### src/rtl/dmem_access_ctrl_pkg.sv
// Shared types and helpers for the data-memory access controller.
package dmem_access_ctrl_pkg;

  localparam int unsigned WORD_W     = 64;
  localparam int unsigned BYTE_OFS_W = 3;
  localparam int unsigned DMEM_WORDS = 32;

  typedef logic [WORD_W-1:0] word_t;

  typedef enum logic [1:0] {
    IDLE    = 2'd0,
    RD_REQ  = 2'd1,
    RD_DATA = 2'd2
  } state_t;

  // One posted store: word-aligned byte address plus data.
  typedef struct packed {
    word_t addr;
    word_t data;
  } sb_entry_t;

  // True when the byte address is misaligned or beyond the memory.
  function automatic logic addr_bad(input word_t addr, input int unsigned mem_words);
    return (addr[BYTE_OFS_W-1:0] != '0) ||
           ((addr >> BYTE_OFS_W) >= WORD_W'(mem_words));
  endfunction

endpackage

### src/rtl/dmem_access_ctrl_store_buffer.sv
// Circular store buffer with a youngest-match address lookup for forwarding.
module dmem_access_ctrl_store_buffer
  import dmem_access_ctrl_pkg::*;
#(
  parameter int unsigned DEPTH = 4,
  localparam int unsigned CNT_W = $clog2(DEPTH) + 1
) (
  input  logic             clk,
  input  logic             reset,
  input  logic             push,
  input  sb_entry_t        push_entry,
  input  logic             pop,
  output sb_entry_t        head,
  output logic             full,
  output logic             empty,
  output logic [CNT_W-1:0] count,
  input  word_t            lookup_addr,
  output logic             hit,
  output word_t            hit_data
);

  localparam int unsigned PTR_W = $clog2(DEPTH);

  sb_entry_t        entries [DEPTH];
  logic [PTR_W-1:0] wr_ptr;
  logic [PTR_W-1:0] rd_ptr;
  logic [CNT_W-1:0] cnt;
  logic             do_push;
  logic             do_pop;

  assign full    = (cnt == CNT_W'(DEPTH));
  assign empty   = (cnt == '0);
  assign count   = cnt;
  assign head    = entries[rd_ptr];
  assign do_push = push && !full;
  assign do_pop  = pop && !empty;

  // Entry storage; contents are only meaningful below the count.
  always_ff @(posedge clk) begin
    if (do_push) begin
      entries[wr_ptr] <= push_entry;
    end
  end

  // Pointers wrap naturally since DEPTH is a power of two.
  always_ff @(posedge clk or posedge reset) begin
    if (reset) begin
      wr_ptr <= '0;
      rd_ptr <= '0;
      cnt    <= '0;
    end else begin
      if (do_push) begin
        wr_ptr <= wr_ptr + PTR_W'(1);
      end
      if (do_pop) begin
        rd_ptr <= rd_ptr + PTR_W'(1);
      end
      case ({do_push, do_pop})
        2'b10:   cnt <= cnt + CNT_W'(1);
        2'b01:   cnt <= cnt - CNT_W'(1);
        default: cnt <= cnt;
      endcase
    end
  end

  // Scan oldest to youngest so the youngest matching entry wins.
  always_comb begin
    hit      = 1'b0;
    hit_data = '0;
    for (int unsigned i = 0; i < DEPTH; i++) begin
      if ((CNT_W'(i) < cnt) && (entries[rd_ptr + PTR_W'(i)].addr == lookup_addr)) begin
        hit      = 1'b1;
        hit_data = entries[rd_ptr + PTR_W'(i)].data;
      end
    end
  end

endmodule

### src/rtl/dmem_access_ctrl.sv
// Data-memory initiator: load/store front end, posted store buffer, read FSM.
module dmem_access_ctrl
  import dmem_access_ctrl_pkg::*;
#(
  parameter int unsigned SB_DEPTH  = 4,
  parameter int unsigned MEM_WORDS = DMEM_WORDS
) (
  input  logic              im_clk,
  input  logic              reset,
  input  logic              req_valid,
  output logic              req_ready,
  input  logic              req_write,
  input  logic [WORD_W-1:0] req_addr,
  input  logic [WORD_W-1:0] req_wdata,
  output logic              rsp_valid,
  output logic [WORD_W-1:0] rsp_rdata,
  output logic              rsp_err,
  output logic              mem_read,
  output logic              mem_write,
  output logic [WORD_W-1:0] mem_addr,
  output logic [WORD_W-1:0] mem_wdata,
  input  logic [WORD_W-1:0] mem_rdata,
  output logic              sb_empty
);

  localparam int unsigned CNT_W = $clog2(SB_DEPTH) + 1;

  state_t           state;
  logic             ready_q;
  logic             infl_valid;
  word_t            infl_addr;
  word_t            infl_data;

  sb_entry_t        push_entry;
  sb_entry_t        sb_head;
  logic             sb_full;
  logic             sb_none;
  logic [CNT_W-1:0] sb_count;
  logic             sb_hit;
  word_t            sb_hit_data;

  logic             accept;
  logic             req_bad;
  logic             push;
  logic             load_ok;
  logic             fwd_hit;
  word_t            fwd_data;
  logic             miss;
  logic             pop;
  logic [CNT_W-1:0] count_next;

  // Stores stall on a full buffer from the current count only, never on a same-cycle pop.
  assign req_ready = ready_q && !(req_write && sb_full);

  dmem_access_ctrl_store_buffer #(
    .DEPTH (SB_DEPTH)
  ) u_sb (
    .clk         (im_clk),
    .reset       (reset),
    .push        (push),
    .push_entry  (push_entry),
    .pop         (pop),
    .head        (sb_head),
    .full        (sb_full),
    .empty       (sb_none),
    .count       (sb_count),
    .lookup_addr (req_addr),
    .hit         (sb_hit),
    .hit_data    (sb_hit_data)
  );

  // Request decode, forwarding select and drain arbitration.
  always_comb begin
    push_entry.addr = req_addr;
    push_entry.data = req_wdata;
    accept          = req_valid && req_ready;
    req_bad         = addr_bad(req_addr, MEM_WORDS);
    push            = accept && req_write && !req_bad;
    load_ok         = accept && !req_write && !req_bad;
    fwd_hit         = 1'b0;
    fwd_data        = '0;
    // Buffered entries are younger than the in-flight write, so they win.
    if (sb_hit) begin
      fwd_hit  = 1'b1;
      fwd_data = sb_hit_data;
    end else if (infl_valid && (infl_addr == req_addr)) begin
      fwd_hit  = 1'b1;
      fwd_data = infl_data;
    end
    // Any older store to the same word forwards, so a miss never bypasses one.
    miss       = load_ok && !fwd_hit;
    pop        = (state == IDLE) && !sb_none && !miss;
    count_next = sb_count + CNT_W'(push) - CNT_W'(pop);
  end

  // FSM, response, in-flight write and memory-port registers.
  always_ff @(posedge im_clk or posedge reset) begin
    if (reset) begin
      state      <= IDLE;
      ready_q    <= 1'b1;
      rsp_valid  <= 1'b0;
      rsp_err    <= 1'b0;
      rsp_rdata  <= '0;
      mem_read   <= 1'b0;
      mem_write  <= 1'b0;
      mem_addr   <= '0;
      mem_wdata  <= '0;
      infl_valid <= 1'b0;
      infl_addr  <= '0;
      infl_data  <= '0;
      sb_empty   <= 1'b1;
    end else begin
      rsp_valid  <= 1'b0;
      rsp_err    <= 1'b0;
      rsp_rdata  <= '0;
      mem_read   <= 1'b0;
      mem_write  <= pop;
      infl_valid <= pop;
      sb_empty   <= (count_next == '0) && !pop;
      if (pop) begin
        mem_addr  <= sb_head.addr;
        mem_wdata <= sb_head.data;
        infl_addr <= sb_head.addr;
        infl_data <= sb_head.data;
      end
      case (state)
        IDLE: begin
          ready_q <= !miss;
          if (accept) begin
            rsp_valid <= !miss;
            rsp_err   <= req_bad;
            if (load_ok && fwd_hit) begin
              rsp_rdata <= fwd_data;
            end
            if (miss) begin
              mem_read <= 1'b1;
              mem_addr <= req_addr;
              state    <= RD_REQ;
            end
          end
        end
        RD_REQ: begin
          ready_q <= 1'b0;
          state   <= RD_DATA;
        end
        RD_DATA: begin
          ready_q   <= 1'b0;
          rsp_valid <= 1'b1;
          rsp_rdata <= mem_rdata;
          state     <= IDLE;
        end
        default: begin
          ready_q <= 1'b1;
          state   <= IDLE;
        end
      endcase
    end
  end

endmodule

### config.mk
export PLATFORM = sky130hd
export DESIGN_NAME = dmem_access_ctrl
export DESIGN_NICKNAME = d
export VERILOG_FILES = /design/src/rtl/dmem_access_ctrl_pkg.sv /design/src/rtl/dmem_access_ctrl_store_buffer.sv /design/src/rtl/dmem_access_ctrl.sv
export SDC_FILE = /design/constraint.sdc
export NUM_CORES = 2
export LEC_CHECK = 0
export ABC_AREA = 1
export CORE_ASPECT_RATIO = 1.25
export CORE_MARGIN = 10
export CORE_UTILIZATION = 49
export DETAILED_ROUTE_END_ITERATION = 12
export HOLD_SLACK_MARGIN = 0.03
export MAX_ROUTING_LAYER = met4
export PLACE_DENSITY = 0.68
export SLEW_MARGIN = 20
export SYNTH_ARGS = -nofsm -noshare
export SYNTH_HDL_FRONTEND = slang
export SYNTH_SLANG_ARGS = --single-unit
### constraint.sdc
create_clock -name im_clk -period 10.15 [get_ports im_clk]
set_clock_uncertainty 0.15 [all_clocks]
set_input_delay 1.5225 -clock im_clk [delete_from_list [all_inputs] [get_ports im_clk]]
set_output_delay 1.5225 -clock im_clk [all_outputs]
set_load 0.02 [all_outputs]
==> key figures <==
Timing
  – Period utilization: between 70% and 80%
  – Highest Clock Rate: between 100 and 150 MHz
  – Crit path time final: 7.95 ns
  – # setup viols final: 0
  – Final hold vios: 0
  – Worst slew pin tran: ~1.2 ns
  – Relative max-transition margin: between 20% and 30%
  – Final Max Tran Viols: 0
  – Final hold slack: 0.301 ns
  – Fin Setup TNS: 0 ns
  – RSZ-0062 raised after global routing: false

Floorplanning
  – Num rows: about 130
  – Core area: 93100 µm²
  – Die span in y: about 360 µm
  – Die Width: approximately 290 µm
  – Starting density of the core: about half
  – IO Count: 394
  – Total Die Area: 106000 µm²

Pwr
  – Worst IR drop on VDD: about 140 µV
  – Pwr dens: between 100 and 150 nW/µm²
  – Logic pwr share: just over 4%
  – Internal Power: between 5 and 6 mW
  – Leakage: 24.0 nW
  – Sw power: about 1.5 mW
  – Clock Power Share: between 40% and 50%
  – Reg power frac: around half
  – Sw Share: ~22%

Run
  – Max-capacitance violation count: 0

Logic synthesis
  – Syn. warnings: 0
  – Mapped Avg Cell Area: approximately 7.3 µm²
  – Post-synth top area share: approximately 33%
  – Largest cells by area after synthesis: edfxtp_1 (33%), nand2_1 (22%), dfrtp_1 (15%)
  – Post-synthesis register bit count: slightly below 800
  – Net count after synthesis: between 6000 and 7000
  – Sequential-to-total area share from yosys stat: about 48%
  – Number of distinct library cells after synthesis: 33
  – Post-synthesis cell area: 45900 µm²
  – Yosys top cell by area: edfxtp_1
  – Cells after synthesis: 6266

Route
  – Metal-1 WL: 58700 µm
  – Drc violations: 0
  – WL final: ~150000 µm
  – Antenna Nets Post-Route: 0
  – DR top layer: met4
  – DR iter-0 viols: roughly 4300
  – Met3 routed WL: around 12000 µm
  – WL met2: around 71000 µm
  – Detailed-route via count: around 43000
  – WL/cell: ~20 µm
  – DR pass1 iterations: 8
  – Via density: ~5.6

Critical path
  – CP max FO: around 130
  – Worst Path Required: ~11 ns
  – CP Launch Type: register
  – CP arrival: around 8.4 ns
  – Crit Path Category: reg2reg
  – Reg-to-Reg Start: u_sb.rd_ptr[0]
  – Setup crit start: u_sb.rd_ptr[0]
  – Worst Setup End Kind: register

Finish
  – Fillcell total: between 8000 and 9000
  – Fin area: between 50000 and 60000 µm²
  – Area Growth Syn to Fin: 15.5%
  – Final net count: between 6000 and 7000
  – Layout cells sized above 1: under 10%
  – Final core utilization: 57.0%

Clock network
  – Hold buffer count at cts: 0
  – Clock buffer count from CTS: 84
  – Clock Pin Slew Worst Setup and Hold Paths: ~0.070 ns
  – Worst-skew pair later-pin latency: roughly 0.67 ns
  – CTS tree: done
  – Clock Sink Count: between 700 and 800
  – Longest Clk Path Bufs: 3
  – Post-CTS Setup Inserts: 0
  – Resize count post-CTS: 0
  – # H-tree levels: 3
  – Clock root cell: clkbuf_16

Run status
  – Status: completed

GRT
  – Overall routing resource usage: between 20% and 30%
  – GRT overflow: 0
  – Initial antenna violation count: 20
  – Largest net degree at the start of global routing: slightly below 300
  – First-pass GRT wire length: approximately 230000 µm
  – Vias in the first global route: between 40000 and 50000

Place
  – Port Buf Inserts: ~390
  – DP Area: a little over 50000 µm²
  – HPWL Detailed: 96800 µm
  – RePlAce Congestion: between 0.9 and 1

Hold path
  – Hold Crit Start: state[1]
  – Worst min path class: reg2reg
## per-stage QoR
step	power, mW	cells	setup slack [ns]
after floorplan	3.58	6266	1.01
after global routing	6.98	7708	1.68
after CTS	6.83	7690	2.40
after detailed placement	3.75	7534	2.40
final	6.78	7709	2.20
after global placement	3.74	7534	2.48
## metal layers
layer	vias to the layer above	track usage, %
met4	0	15.8
met2	1687	45.7
met3	387	5.48
met5	-	-
met1	20100	32.8
li1	20900	-
## final cells by class
type / count / area (µm²) / share of cell area (%)
Inverter: 428 / 1630 / 3.08
Clock inverter: 37 / 349 / 0.658
Timing Repair Buffer: 437 / 4340 / 8.18
Tap cell: 1206 / 1510 / 2.84
Clock buffer: 119 / 2410 / 4.54
Antenna cell: 19 / 47.5 / 0.0896
Multi-Input combinational cell: 4680 / 20600 / 38.8
Sequential cell: 783 / 22200 / 41.8
## Yosys cell counts
cell,count
nand2_1,2664
nand3_1,530
edfxtp_1,512
o21ai_0,499
inv_1,422
nor2_1,317
dfrtp_1,269
a21oi_1,208
clkbuf_1,186
buf_2,143
o21ai_1,118
nand4_1,94
o211ai_1,85
a211oi_1,64
buf_1,24
xor2_1,22
buf_4,20
xnor2_1,17
ha_1,13
nor3_1,13
nor4_1,13
or2_2,9
inv_2,5
nand2_2,4
and2_1,3
and2_0,2
buf_6,2
dfstp_2,2
or2_1,2
fa_1,1
inv_4,1
nand3_4,1
nor2_4,1
## registers in the layout (all words and copies together) (netlist names)
name,count
mem_read,1
u_sb.entries,512
infl_valid,1
mem_addr,64
u_sb.rd_ptr,2
rsp_valid,1
sb_empty,1
u_sb.count,3
infl_data,64
state,2
rsp_rdata,64
rsp_err,1
u_sb.wr_ptr,2
ready_q,1
infl_addr,64
## power groups by stage
| stage | Sequential (mW) | Combinational (mW) | Clock (mW) |
|---|---|---|---|
| floorplan | 3.47 | 0.106 | 0 |
| global placement | 3.47 | 0.272 | 0 |
| detailed placement | 3.47 | 0.274 | 0 |
| CTS | 3.41 | 0.275 | 3.14 |
| global route | 3.40 | 0.300 | 3.28 |
| finish | 3.41 | 0.275 | 3.10 |
## placed cells by master (no fill, tap or decap), types with 7 or more instances in the layout
cell type / n
xor2_1: 22
clkbuf_1: 21
nand2_1: 2662
edfxtp_1: 512
xnor2_1: 17
nor2_1: 312
or2_2: 9
o21ai_1: 118
inv_1: 420
ha_1: 13
clkinv_1: 7
a211oi_1: 64
dfrtp_1: 267
diode_2: 19
clkinv_2: 14
nand4_1: 94
o211ai_1: 85
o21ai_0: 499
buf_4: 38
nor3_1: 13
nand3_1: 528
clkdlybuf4s50_1: 393
clkbuf_16: 87
nor4_1: 13
clkbuf_8: 11
a21oi_1: 207
## critical path: stages (launching register included)
cell and delay [ns]:
dfrtp_4 0.77, inv_6 0.70, nand2_1 0.30, nand2_8 0.66
buf_4 0.78, nand2_1 0.15, nand3_1 0.13, nand4_1 0.10
nor2_1 0.11, nand3_1 0.08, nor2_1 0.18, nand3_4 0.48
nand2_1 0.37, nor2_4 0.07, nand3_4 0.27, nand2_4 0.35
inv_6 0.60, nand2_1 0.20, nand2_1 0.11, ha_1 0.16
fa_1 0.42, nor2_1 0.11, nand3_1 0.08, nor2_1 0.10
## final timing paths
kind	slack (ns)	cells past startpoint	to
worst max-delay path	2.20	23	sb_empty
min in group asynchronous	1.27	2	mem_read
max in group asynchronous	7.03	3	infl_addr[13]
worst min register to register	0.30	1	state[1]
worst min-delay path	0.30	1	state[1]
worst max register to register	2.20	23	sb_empty
## logic make-up (layout without fill, tap and decap cells)
| kind of cell | Yosys count | count (layout) | share of synthesized area, % |
|---|---|---|---|
| AOI/OAI and AO/OA | 974 | 974 | 11.4 |
| xor gates and xnor gates | 39 | 39 | 0.743 |
| adders and majority gates | 14 | 14 | 0.398 |
| buffers and inverters | 803 | 1021 | 7.15 |
| DFF | 783 | 783 | 48.2 |
| other | 0 | 19 | 0 |
| and+or+nand+nor | 3653 | 3653 | 32.1 |
Power figures use the tool's default switching activity.
